--- config.mk ---
export PLATFORM = sky130hd
export DESIGN_NAME = serial_word_sched
export DESIGN_NICKNAME = d
export VERILOG_FILES = /design/src/rtl/serial_sched_pkg.sv /design/src/rtl/rr_arb2.sv /design/src/rtl/serial_word_sched.sv
export SDC_FILE = /design/constraint.sdc
export NUM_CORES = 1
export LEC_CHECK = 0
export CORE_ASPECT_RATIO = 1.4
export CORE_MARGIN = 5
export CORE_UTILIZATION = 49
export DETAILED_ROUTE_END_ITERATION = 10
export PLACE_DENSITY = 0.77
export SYNTH_ARGS = -nofsm -noshare
export SYNTH_HDL_FRONTEND = slang
export SYNTH_HIERARCHICAL = 1
export SYNTH_SLANG_ARGS = --single-unit
export TNS_END_PERCENT = 50
--- constraint.sdc ---
create_clock -name clk -period 2.26 [get_ports clk]
set_input_delay 0.226 -clock clk [delete_from_list [all_inputs] [get_ports clk]]
set_output_delay 0.226 -clock clk [all_outputs]
set_load 0.005 [all_outputs]
--- src/rtl/serial_sched_pkg.sv ---
// Shared types and sizing helpers for serial_word_sched.
package serial_sched_pkg;

  typedef enum logic [1:0] {
    IDLE  = 2'd0,
    SHIFT = 2'd1,
    DRAIN = 2'd2
  } state_t;

  localparam int WIDTH_DEF = 8;
  localparam int GAP_DEF   = 1;
  // Counter width for the default configuration; the top recomputes it
  // from its own parameters via cnt_w().
  localparam int CNT_W     = $clog2(WIDTH_DEF + GAP_DEF);
  localparam int HITCNT_W  = 4;

  // Down-counter width able to hold WIDTH-1 and GAP-1.
  function automatic int cnt_w(input int width, input int gap);
    return (width + gap <= 2) ? 1 : $clog2(width + gap);
  endfunction

endpackage

--- src/rtl/rr_arb2.sv ---
// Two-way round-robin grant. Purely combinational; the caller keeps 'last'
// (the most recent winner) and updates it on each accepted request.
module rr_arb2 (
  input  logic       valid0,
  input  logic       valid1,
  input  logic       last,
  output logic [1:0] grant
);

  // A lone requester wins; under contention the requester that is not 'last' wins.
  always_comb begin
    grant = 2'b00;
    if (valid0 && (!valid1 || last)) grant = 2'b01;
    else if (valid1)                 grant = 2'b10;
  end

endmodule

--- src/rtl/serial_word_sched.sv ---
// Word sequencer and two-client arbiter in front of the serial pattern
// detector. Accepts a word, shifts it LSB-first on serial_out, drains GAP
// zero cycles, then reports whether det_i fired during the word's window.
// Optional per-client saturating hit counters: SERIAL_SCHED_HITCNT_EN.
module serial_word_sched
  import serial_sched_pkg::*;
#(
  parameter int WIDTH = 8,
  parameter int GAP   = 1
) (
  input  logic             clk,
  input  logic             reset,
  input  logic             req0_valid,
  input  logic [WIDTH-1:0] req0_data,
  output logic             req0_ready,
  input  logic             req1_valid,
  input  logic [WIDTH-1:0] req1_data,
  output logic             req1_ready,
  output logic             serial_out,
  input  logic             det_i,
  output logic             busy,
  output logic             done_valid,
  output logic             done_src,
  output logic             done_hit
`ifdef SERIAL_SCHED_HITCNT_EN
  ,
  output logic [HITCNT_W-1:0] hit_cnt0,
  output logic [HITCNT_W-1:0] hit_cnt1
`endif
);

  localparam int CW = cnt_w(WIDTH, GAP);

  state_t           state, state_nxt;
  logic [CW-1:0]    cnt;
  logic [WIDTH-1:0] shreg;
  logic             hit;
  logic             last;
  logic [1:0]       grant;
  logic             hs;
  logic             cnt_zero;
  logic [WIDTH-1:0] word;

  rr_arb2 u_arb (
    .valid0 (req0_valid),
    .valid1 (req1_valid),
    .last   (last),
    .grant  (grant)
  );

  assign cnt_zero = (cnt == '0);
  assign hs       = req0_ready | req1_ready;
  assign word     = req1_ready ? req1_data : req0_data;

  // State register.
  always_ff @(posedge clk or negedge reset) begin
    if (!reset) state <= IDLE;
    else        state <= state_nxt;
  end

  // Next state: IDLE -> SHIFT on accept, SHIFT -> DRAIN after the last bit,
  // DRAIN -> IDLE after GAP cycles.
  always_comb begin
    state_nxt = state;
    case (state)
      IDLE:    if (hs)       state_nxt = SHIFT;
      SHIFT:   if (cnt_zero) state_nxt = DRAIN;
      DRAIN:   if (cnt_zero) state_nxt = IDLE;
      default:               state_nxt = IDLE;
    endcase
  end

  // Outputs decoded from state: ready only in IDLE (and never during reset).
  always_comb begin
    req0_ready = 1'b0;
    req1_ready = 1'b0;
    busy       = (state != IDLE);
    if (state == IDLE && reset) {req1_ready, req0_ready} = grant;
  end

  // Datapath: shift register, bit counter, hit flag, owner and completion.
  // serial_out is loaded with bit 0 at the accept edge so bit i is visible
  // in the cycle after edge N+i; shreg then holds the bits still to come.
  always_ff @(posedge clk or negedge reset) begin
    if (!reset) begin
      shreg      <= '0;
      cnt        <= '0;
      serial_out <= 1'b0;
      hit        <= 1'b0;
      last       <= 1'b1;
      done_valid <= 1'b0;
      done_src   <= 1'b0;
      done_hit   <= 1'b0;
    end else begin
      done_valid <= 1'b0;
      case (state)
        IDLE: if (hs) begin
          shreg      <= word >> 1;
          serial_out <= word[0];
          cnt        <= CW'(WIDTH - 1);
          hit        <= 1'b0;
          last       <= req1_ready;
        end
        SHIFT: begin
          hit <= hit | det_i;
          if (cnt_zero) begin
            serial_out <= 1'b0;
            cnt        <= CW'(GAP - 1);
          end else begin
            serial_out <= shreg[0];
            shreg      <= shreg >> 1;
            cnt        <= cnt - 1'b1;
          end
        end
        DRAIN: begin
          hit <= hit | det_i;
          if (cnt_zero) begin
            // Fold in det_i from this final edge so a late detection counts.
            done_valid <= 1'b1;
            done_src   <= last;
            done_hit   <= hit | det_i;
          end else begin
            cnt <= cnt - 1'b1;
          end
        end
        default: ;
      endcase
    end
  end

`ifdef SERIAL_SCHED_HITCNT_EN
  logic fin;
  assign fin = (state == DRAIN) && cnt_zero && (hit || det_i);

  // Saturating hit counters, updated together with the done pulse.
  always_ff @(posedge clk or negedge reset) begin
    if (!reset) begin
      hit_cnt0 <= '0;
      hit_cnt1 <= '0;
    end else if (fin) begin
      if (!last && hit_cnt0 != '1) hit_cnt0 <= hit_cnt0 + 1'b1;
      if ( last && hit_cnt1 != '1) hit_cnt1 <= hit_cnt1 + 1'b1;
    end
  end
`endif

endmodule

# Yosys cells after proc, flatten, opt, wreduce, memory -nomap -nowiden
# Cells that the tools add are included.
dict set report op_classes {
  n_eq_ne 7
  n_reduce_logical 18
  bitwise 2
  add_sub_neg 1
  muxes 23
}
# cell n
set ops {}
lappend ops {{8-bit 2-to-1 mux} 3}
lappend ops {{8-bit case mux with 2 select lines} 1}
lappend ops {{4-bit 2-to-1 mux} 3}
lappend ops {{4-bit case mux with 3 select lines} 1}
lappend ops {{2-bit 2-to-1 mux} 5}
lappend ops {{2-bit != test, second input constant} 5}
lappend ops {{3-bit AND reduction} 3}
lappend ops {{2-bit AND reduction} 4}
lappend ops {{1-bit 2-to-1 mux} 7}
lappend ops {{2-bit case mux with 3 select lines} 1}
lappend ops {{2-bit nonzero test} 3}
lappend ops {{4-bit logical NOT} 1}
lappend ops {{1-bit case mux with 2 select lines} 2}
lappend ops {{4-bit by 1-bit subtractor with 4-bit output, second input constant} 1}
lappend ops {{3-bit nonzero test} 1}
lappend ops {{2-bit by 1-bit == test with 1-bit output, second input constant} 1}
lappend ops {{2-bit == test, second input constant} 1}
lappend ops {{1-bit logical AND} 2}
lappend ops {{2-bit logical NOT} 1}
lappend ops {{1-bit OR} 2}
lappend ops {{2-bit OR reduction} 1}
lappend ops {{1-bit logical NOT} 1}
lappend ops {{1-bit logical OR} 1}
dict set report word_totals {
  input_bits 21
  reg_bits 20
  output_inout_bits 7
  word_cells 60
}

# Depth between registers and ports, before layout
# Gate-level depths: netlist (run 1).
dict set report logic_depth {
  ltp_word 8
  depth_mapped 8
  depth_no_buf 6
}

# Cells and area by module
# Netlist (run 1), hierarchy kept.
# module area_each_um2 cells_each seq_area_each_um2 instances
set by_module_without_submodules {}
lappend by_module_without_submodules {serial_word_sched 1152.4 118 476.7 1}
lappend by_module_without_submodules {rr_arb2 18.8 3 0.0 1}

# Least setup slack after synthesis (run 1)
# No wires, ideal clock.
dict set report synth_path {
  path_type {register to register}
  from {reg last}
  to {reg state[0]}
  path_buffers 0
  synth_period_minus_slack_ns 1.746
  t_required_ns 2.135
  path_stages_with_launch 6
  arrival_ns 1.621
  setup_time_ns 0.125
  path_slack_ns 0.514
  cell_sequence {dfstp_2 a21boi_0 o21ai_0 nand2_1 o21ai_0 mux2_2}
}
dict set report synth_via {
  elab_chain_len 7
  elab_cells_between_ends 8
  cone_classes {eq/ne: 1; mux: 3; bitwise: 1; reduce/logical: 3}
}
# item line
set synth_lines {}
lappend synth_lines {{start, declared} serial_word_sched.sv:38} ;# logic last;
lappend synth_lines {{start signal, assigned} serial_word_sched.sv:102} ;# last <= req1_ready;
lappend synth_lines {{1-bit logical OR} rr_arb2.sv:13} ;# if (valid0 && (!valid1 || last)) grant = 2'b01;
lappend synth_lines {{1-bit logical AND} rr_arb2.sv:13}
lappend synth_lines {{2-bit 2-to-1 mux} rr_arb2.sv:13}
lappend synth_lines {{named net grant[1]} serial_word_sched.sv:39} ;# logic [1:0] grant;
lappend synth_lines {{1-bit 2-to-1 mux} serial_word_sched.sv:78} ;# if (state == IDLE && reset) {req1_ready, req0_ready} = grant;
lappend synth_lines {{1-bit OR} serial_word_sched.sv:52} ;# assign hs = req0_ready | req1_ready;
lappend synth_lines {{2-bit != test (no source line)} -}
lappend synth_lines {{3-bit AND reduction (no source line)} -}
lappend synth_lines {{end signal, assigned} serial_word_sched.sv:58} ;# else state <= state_nxt;
lappend synth_lines {{end, declared} serial_word_sched.sv:34} ;# state_t state, state_nxt;
# The timed path passes the listed nets, and every way through them passes these cells.
# A chain may end at the register's enable or synchronous reset.

# Worst setup path in the final report (run 1)
dict set report layout_path {
  from {reg state[0]}
  to {out req0_ready}
}
dict set report layout_via {
  elab_chain_len 3
}
# item line
set layout_lines {}
lappend layout_lines {{2-bit logical NOT} serial_word_sched.sv:78}
lappend layout_lines {{1-bit logical AND} serial_word_sched.sv:78}
lappend layout_lines {{1-bit 2-to-1 mux} serial_word_sched.sv:78}
lappend layout_lines {{end, declared} serial_word_sched.sv:15} ;# output logic req0_ready,
# Every way passes these cells.

==> results by group, run 1 <==
Timing
  • PnR worst setup slack: 0.138 ns
  • Least-Margin Pin Slew: approximately 0.46 ns
  • Clock Skew: ~0.0072 ns
  • Slew Viols, Final: 0
  • Max_slew headroom: 0.688
  • Post-layout min period: between 2 and 2.5 ns
  • Final hold vios: 0
  • RSZ-0062 raised after global routing: no
  • Final worst path period share: 0.939
  • Peak Freq: ~470 MHz
  • Setup TNS Final: 0 ns
  • # setup viols final: 0

Drt
  • DR vias: around 1000
  • Drt initial violations: 18
  • Drt pass-1 iters: 4
  • Post-route ant nets: 0
  • Avg Vias per Cell: around 5.7
  • Post-DR wirelength/cell: approximately 15 um
  • Post-route DRC: 0
  • Routed wire length: between 2000 and 3000 um

Place
  • Dpl hpwl: roughly 2100 um
  • Number of I/O port buffers: 27
  • Placement Setup Slack: around 0.14 ns
  • Dpl cells: 175
  • RePlAce Congestion: roughly 0.80

Critical path
  • WP data required: 2.03 ns
  • Critical path's largest stage delay: 0.50 ns
  • CP Max Fanout: 12
  • Critical Path Source: state[0]
  • Crit path kind: register to output pin
  • Critical path buffer and inverter count: 2
  • Crit. End Element: output pin
  • Critical Path Source Type: register
  • Reg-to-Reg Start: last
  • Worst path arrival time: 1.90 ns
  • CP max stage cell: clkdlybuf4s50_1
  • Critical path cell sequence: inv_1, ha_2, and3_1, clkdlybuf4s50_1
  • Top Family by Delay on Critical Path: buffers and inverters

Clocking
  • CTS resizes: 1
  • CTS Sinks: 19
  • Worst skew pair latency: 0.30 ns
  • Clock root buffer: clkbuf_4
  • Worst-case clock buffer depth: 2
  • CTS buffer count: 3
  • TritonCTS clock tree: yes
  • CTS Hold Bufs: 0
  • Reg clk slew, reported paths: 0.11 ns
  • H-tree Lvls: 1
  • Setup bufs post-CTS: 0

Layout
  • Most common cell after layout, fill and taps aside: clkdlybuf4s50_1
  • Most frequent cells in the layout: clkdlybuf4s50_1, dfrtp_1, o21ai_0
  • Multi-input gate area: 637 um^2
  • Fraction of layout cells with a size suffix above 1: 0.147
  • Seq. cell area: ~480 um^2
  • Final nets: roughly 190
  • Layout Cells excl Fill: about 180
  • Fill cells: between 200 and 250
  • Ant diodes: 0
  • Final core utilization: 0.655
  • Area delta synth->final: 30.9%

Pwr
  • Part of the power in the clock network: 0.094
  • Total Power: about 1.9 mW
  • Int Power: 1.11 mW
  • Switching fraction of total power: 0.412
  • Sequential Power Share: 0.327
  • Sw power: between 700 and 800 uW
  • Static leakage: around 0.70 nW
  • Pwr dens: approximately 1200 nW/um^2
  • Peak supply drop: 0.000667 V
  • Combinational share of power: 0.579

Logic synthesis
  • Register area share after synthesis: 0.407
  • Post-Syn Area: roughly 1200 um^2
  • Avg Cell Area, Syn: roughly 9.7 um^2
  • Yosys warns: 6
  • Post-synth net total: 149
  • Mapped Cells: ~120
  • Post-synth cell types: 35
  • Seq cells post-synth: 19

Global routing
  • Grt total ovfl: 0
  • Overall routing resource usage: 0.175
  • Initial antenna violation count: 0
  • Largest net degree at the start of global routing: 15
  • Number of global-route vias before repair: 1116
  • Global-route wire length before repair: about 4600 um

Floorplanning
  • Initial core utilization: 0.501
  • Die width: ~51 um
  • Num ports: 28
  • Die Height: 67.8 um
  • Die footprint: 3480 um^2
  • Core Area: roughly 2300 um^2
  • Row Count: 21

Outcome
  • Status: finished, final reports clean

Flow run
  • MaxCap Viol Count: 0

Hold path
  • Hold/Removal Path Class: primary input to async pin
==> cells by family after synthesis <==
kind of cell | Yosys count | synth area share
adder cells (fa/ha/maj) | 7 | 0.0748
flip-flops | 19 | 0.407
AND/OR/NAND/NOR | 27 | 0.125
AO/OA/AOI/OAI | 39 | 0.202
multiplexers | 15 | 0.140
buffers and inverters | 14 | 0.0513
==> flip-flops by register name (all words and copies together), names as in the netlist <==
name	flops
cnt	4
done_src	1
done_hit	1
serial_out	1
hit	1
last	1
done_valid	1
state	2
shreg	7
==> worst register-to-register path: stages (launching register included) <==
cell      delay (ns)
dfstp_2         0.57
a21boi_0        0.09
buf_4           0.16
o21ai_0         0.40
nand2_1         0.21
o21ai_0         0.13
mux2_2          0.35
==> worst paths after layout <==
path	end	slack [ns]	cells past startpoint
min in group clk	shreg[1]	0.50	2
worst max-delay path	req0_ready	0.14	4
worst min-delay path	last	0.41	1
max in group asynchronous	shreg[3]	1.61	2
worst max register to register	state[0]	0.25	6
worst min register to register	shreg[1]	0.50	2
==> cells in the mapped netlist <==
cell type | number | share of area
nor3b_1 | 1 | 0.0064
a22oi_1 | 2 | 0.013
dfstp_2 | 1 | 0.022
buf_1 | 1 | 0.0032
and4bb_4 | 1 | 0.014
nand2b_1 | 2 | 0.011
or3_1 | 1 | 0.0053
a32oi_1 | 2 | 0.015
and3_1 | 2 | 0.011
mux2_4 | 1 | 0.013
a31oi_1 | 1 | 0.0053
a21boi_0 | 1 | 0.0064
nand3_2 | 1 | 0.0085
nand2_1 | 11 | 0.035
mux2_2 | 7 | 0.067
inv_1 | 11 | 0.035
or3b_1 | 1 | 0.0075
o31a_1 | 1 | 0.0075
mux2i_1 | 7 | 0.060
and2_1 | 1 | 0.0053
ha_1 | 7 | 0.075
a22o_2 | 1 | 0.0085
a21boi_1 | 1 | 0.0064
nor2_1 | 4 | 0.013
o2bb2ai_1 | 1 | 0.0075
o31ai_1 | 1 | 0.0064
nor3_1 | 2 | 0.0085
a21oi_1 | 10 | 0.043
o21ai_0 | 14 | 0.060
buf_4 | 2 | 0.013
dfrtp_1 | 18 | 0.38
o211ai_1 | 1 | 0.0064
a211o_1 | 1 | 0.0075
o21ai_1 | 1 | 0.0043
o22ai_1 | 1 | 0.0053
==> power by group through the flow <==
stage | sequential (mW) | combinational, mW | clock (mW)
floorplan | 0.588 | 0.787 | 0
global placement | 0.614 | 1.05 | 0
detailed placement | 0.625 | 1.09 | 0
CTS | 0.617 | 1.10 | 0.181
global route | 0.640 | 1.25 | 0.197
finish | 0.616 | 1.09 | 0.177
==> layout make-up <==
| cell class | instances | area share |
|---|---|---|
| inverter | 11 | 0.0269 |
| tap | 23 | 0.0188 |
| sequential | 19 | 0.311 |
| timing repair buffer | 34 | 0.211 |
| clock buffer | 4 | 0.0171 |
| multi-input combinational | 88 | 0.416 |
==> per-layer routing <==
metal / share of wire / global-route usage / wire (um)
met1: 0.37 / 0.179 / 972
met2: 0.55 / 0.324 / 1450
met3: 0.053 / 0.0283 / 140
met4: 0.030 / 0.115 / 78
met5: 0 / 0 / 0
==> metrics by stage <==
step	hold WS [ns]	cell area, um^2
finish	0.408	1530
CTS	0.410	1530
detailed placement	0.477	1500
floorplan	-0.0696	1170
global route	0.422	1530
global placement	0.463	1500
Note: power is estimated with default switching activity, not from simulation.
==> run 2, diff against run 1 <==
--- a/config.mk
+++ b/config.mk
@@ -5,6 +5,7 @@
 export SDC_FILE = /design/constraint.sdc
 export NUM_CORES = 1
 export LEC_CHECK = 0
+export ABC_CLOCK_PERIOD_IN_PS = 2260
 export CORE_ASPECT_RATIO = 1.4
 export CORE_MARGIN = 5
 export CORE_UTILIZATION = 49
==> results of run 2 <==
Final layout, timing and power as in run 1 (identical DEF).
==> variant (config.mk and constraints of run 2) <==
The option `SERIAL_SCHED_HITCNT_EN` is turned on by a define.
--- a/src/rtl/serial_word_sched.sv
+++ b/src/rtl/serial_word_sched.sv
@@ -2,6 +2,8 @@
 // detector. Accepts a word, shifts it LSB-first on serial_out, drains GAP
 // zero cycles, then reports whether det_i fired during the word's window.
 // Optional per-client saturating hit counters: SERIAL_SCHED_HITCNT_EN.
+`define SERIAL_SCHED_HITCNT_EN
+
 module serial_word_sched
   import serial_sched_pkg::*;
 #(
Function (old outputs only; new: hit_cnt0 and hit_cnt1): kept (equiv_simple and equiv_induct, registers matched by name and starting in step).
==> variant against run 2 <==
Sequential power rose by 28%. Largest power group unchanged. Synthesized area grew 32%. Cell area rose by 31%. Critical endpoint unchanged. Worst setup slack better by 32 ps. Count of clock-buffer cells in the layout is the same. Utilization hardly changed. Die area increased by 26%. Total power is 20% higher. Sequential share of layout area rose by 2.6 points. Routed wire length up 31%. Sequential cell count is 8 higher.
==> variant: results (changes against run 2) <==
metric,value,unit,change
dr.max_layer_used,met4,,unchanged
met2_length,1.78,mm,was 1.45 mm
worstSkewPairLatency,270,ps,was 300 ps
async_reset_ff_share,100,%,unchanged
cp_slowest_stage_delay,510,ps,
place.gp.congestion,0.785,,was 0.800
detail_route.first_pass.iterations,4,,unchanged
drt_iter0_drc,15,,was 18
cpMaxStageDelayCell,clkdlybuf4s50_1,,unchanged
clock_path_buffers,2,,unchanged
power_leakage,0.951,nW,was 0.697 nW
critical_path_arrival,1860,ps,was 1900 ps
grt_pass1_wl,5.89,mm,was 4.60 mm
antenna_found_initial,0,,unchanged
dp_hpwl,2.77,mm,was 2.15 mm
skew,3.85,ps,was 7.21 ps
synthTopCellsByArea,"dfrtp_1 (42%), ha_1 (7.3%), mux2_2 (7.3%)",,"was dfrtp_1 (38%), ha_1 (7.5%), mux2_2 (6.7%)"
port_buffers,35,,was 27
cts_setup_buffers,0,,unchanged
largest_reg_flops,7,,unchanged
clockRootBuffer,clkbuf_8,,was clkbuf_4
max_slew.worst_pin.slew,447,ps,was 463 ps
outcome,completed,,unchanged
hold_class,in -> async,,unchanged
cts_resized,0,,was 1
nFillCells,291,,was 203
wl_met1,1.43,mm,was 972 µm
clk_pin_slew,80,ps,was 110 ps
irDropWorstVdd,0.000776,V,was 0.000667 V
yosysSeqAreaShare,43.9,%,was 40.7%
setup_tns,0,ps,unchanged
drive_above_1_share,14.4,%,was 14.7%
preCtsSetupSlack,139,ps,was 135 ps
netlist_top_cells_count,"dfrtp_1 (26), o21ai_0 (14), inv_1 (13)",,"was dfrtp_1 (18), o21ai_0 (14), inv_1 (11), nand2_1 (11), a21oi_1 (10)"
grt_usage,17.0,%,was 17.5%
cts_buffers,3,,unchanged
diodes,0,,unchanged
wl,3.46,mm,was 2.64 mm
htreeDepth,1,,unchanged
num_vias,1221,,"was 1,028"
synth_warnings,6,,unchanged
syn_nets,178,,was 149
grt_max_degree,20,,was 15
top_register,shreg,,unchanged
wl_met3,193,µm,was 140 µm
cp_max_fo,10,,was 12
ys_types,36,,was 35
nets,219,,was 185
[variant: changes by cell type in the layout (fill, tap and decap cells not counted), sizes merged, moves of 3 or more]
cell	before	now
clkdlybuf4s50	27	35
nand3	1	6
o21a	0	3
o211ai	1	4
xor2	0	4
dfrtp	18	26
[variant: where the power goes]
part	switching (mW)	internal, mW	leakage, nW	total [mW]
Sequential	0.128	0.659	0.342	0.787
Clock	0.144	0.126	0.0228	0.270
Combinational	0.597	0.603	0.586	1.20
Total	0.870	1.39	0.951	2.26
[variant: cells by family after synthesis]
kind of cell | count (synthesis) | synth area share (%)
flops | 27 | 43.9
fa+ha+maj | 9 | 7.30
simple gates | 31 | 11.2
xor+xnor | 6 | 3.41
mux | 17 | 11.8
compound gates | 41 | 17.7
buf+inv | 17 | 4.70
[variant: metrics by stage]
stage               util [%]  cells  instance area (µm²)  hold slack (ps)
floorplan                  -    148                 1540            -69.6
global placement        63.8    223                 1960              481
detailed placement      63.8    223                 1960              493
CTS                     65.3    227                 2000              498
global route            65.5    227                 2010              499
finish                  65.5    227                 2010              492
[variant: worst max-delay path: cells and delay by family, from the launching register on]
kind          cells  cell delay [ps]
flops             1              420
fa+ha+maj         1              320
buf+inv           2              640
simple gates      1              220
[variant: routing by layer]
metal | global-route usage [%] | up-vias
met5 | 0 | -
met4 | 5.80 | 0
met3 | 5.42 | 6
met2 | 29.3 | 31
met1 | 19.1 | 580
li1 | - | 604
[variant: area by class of cell]
| class | count | area share, % |
|---|---|---|
| multi-input combinational | 104 | 39.8 |
| sequential | 27 | 33.7 |
| timing repair buffer | 40 | 19.3 |
| inverter | 13 | 2.43 |
| tap | 39 | 2.43 |
| clock buffer | 4 | 2.24 |
[variant: final timing paths]
check | from | end | slack, ps | cells past startpoint
worst max-delay path | state[0] | req0_ready | 170 | 4
worst min register to register | hit_cnt1[3] | hit_cnt1[3] | 500 | 1
max in group asynchronous | reset | hit | 1510 | 2
worst max register to register | last | shreg[3] | 280 | 6
worst min-delay path | reset | done_valid | 490 | 2
min in group clk | hit_cnt1[3] | hit_cnt1[3] | 500 | 1
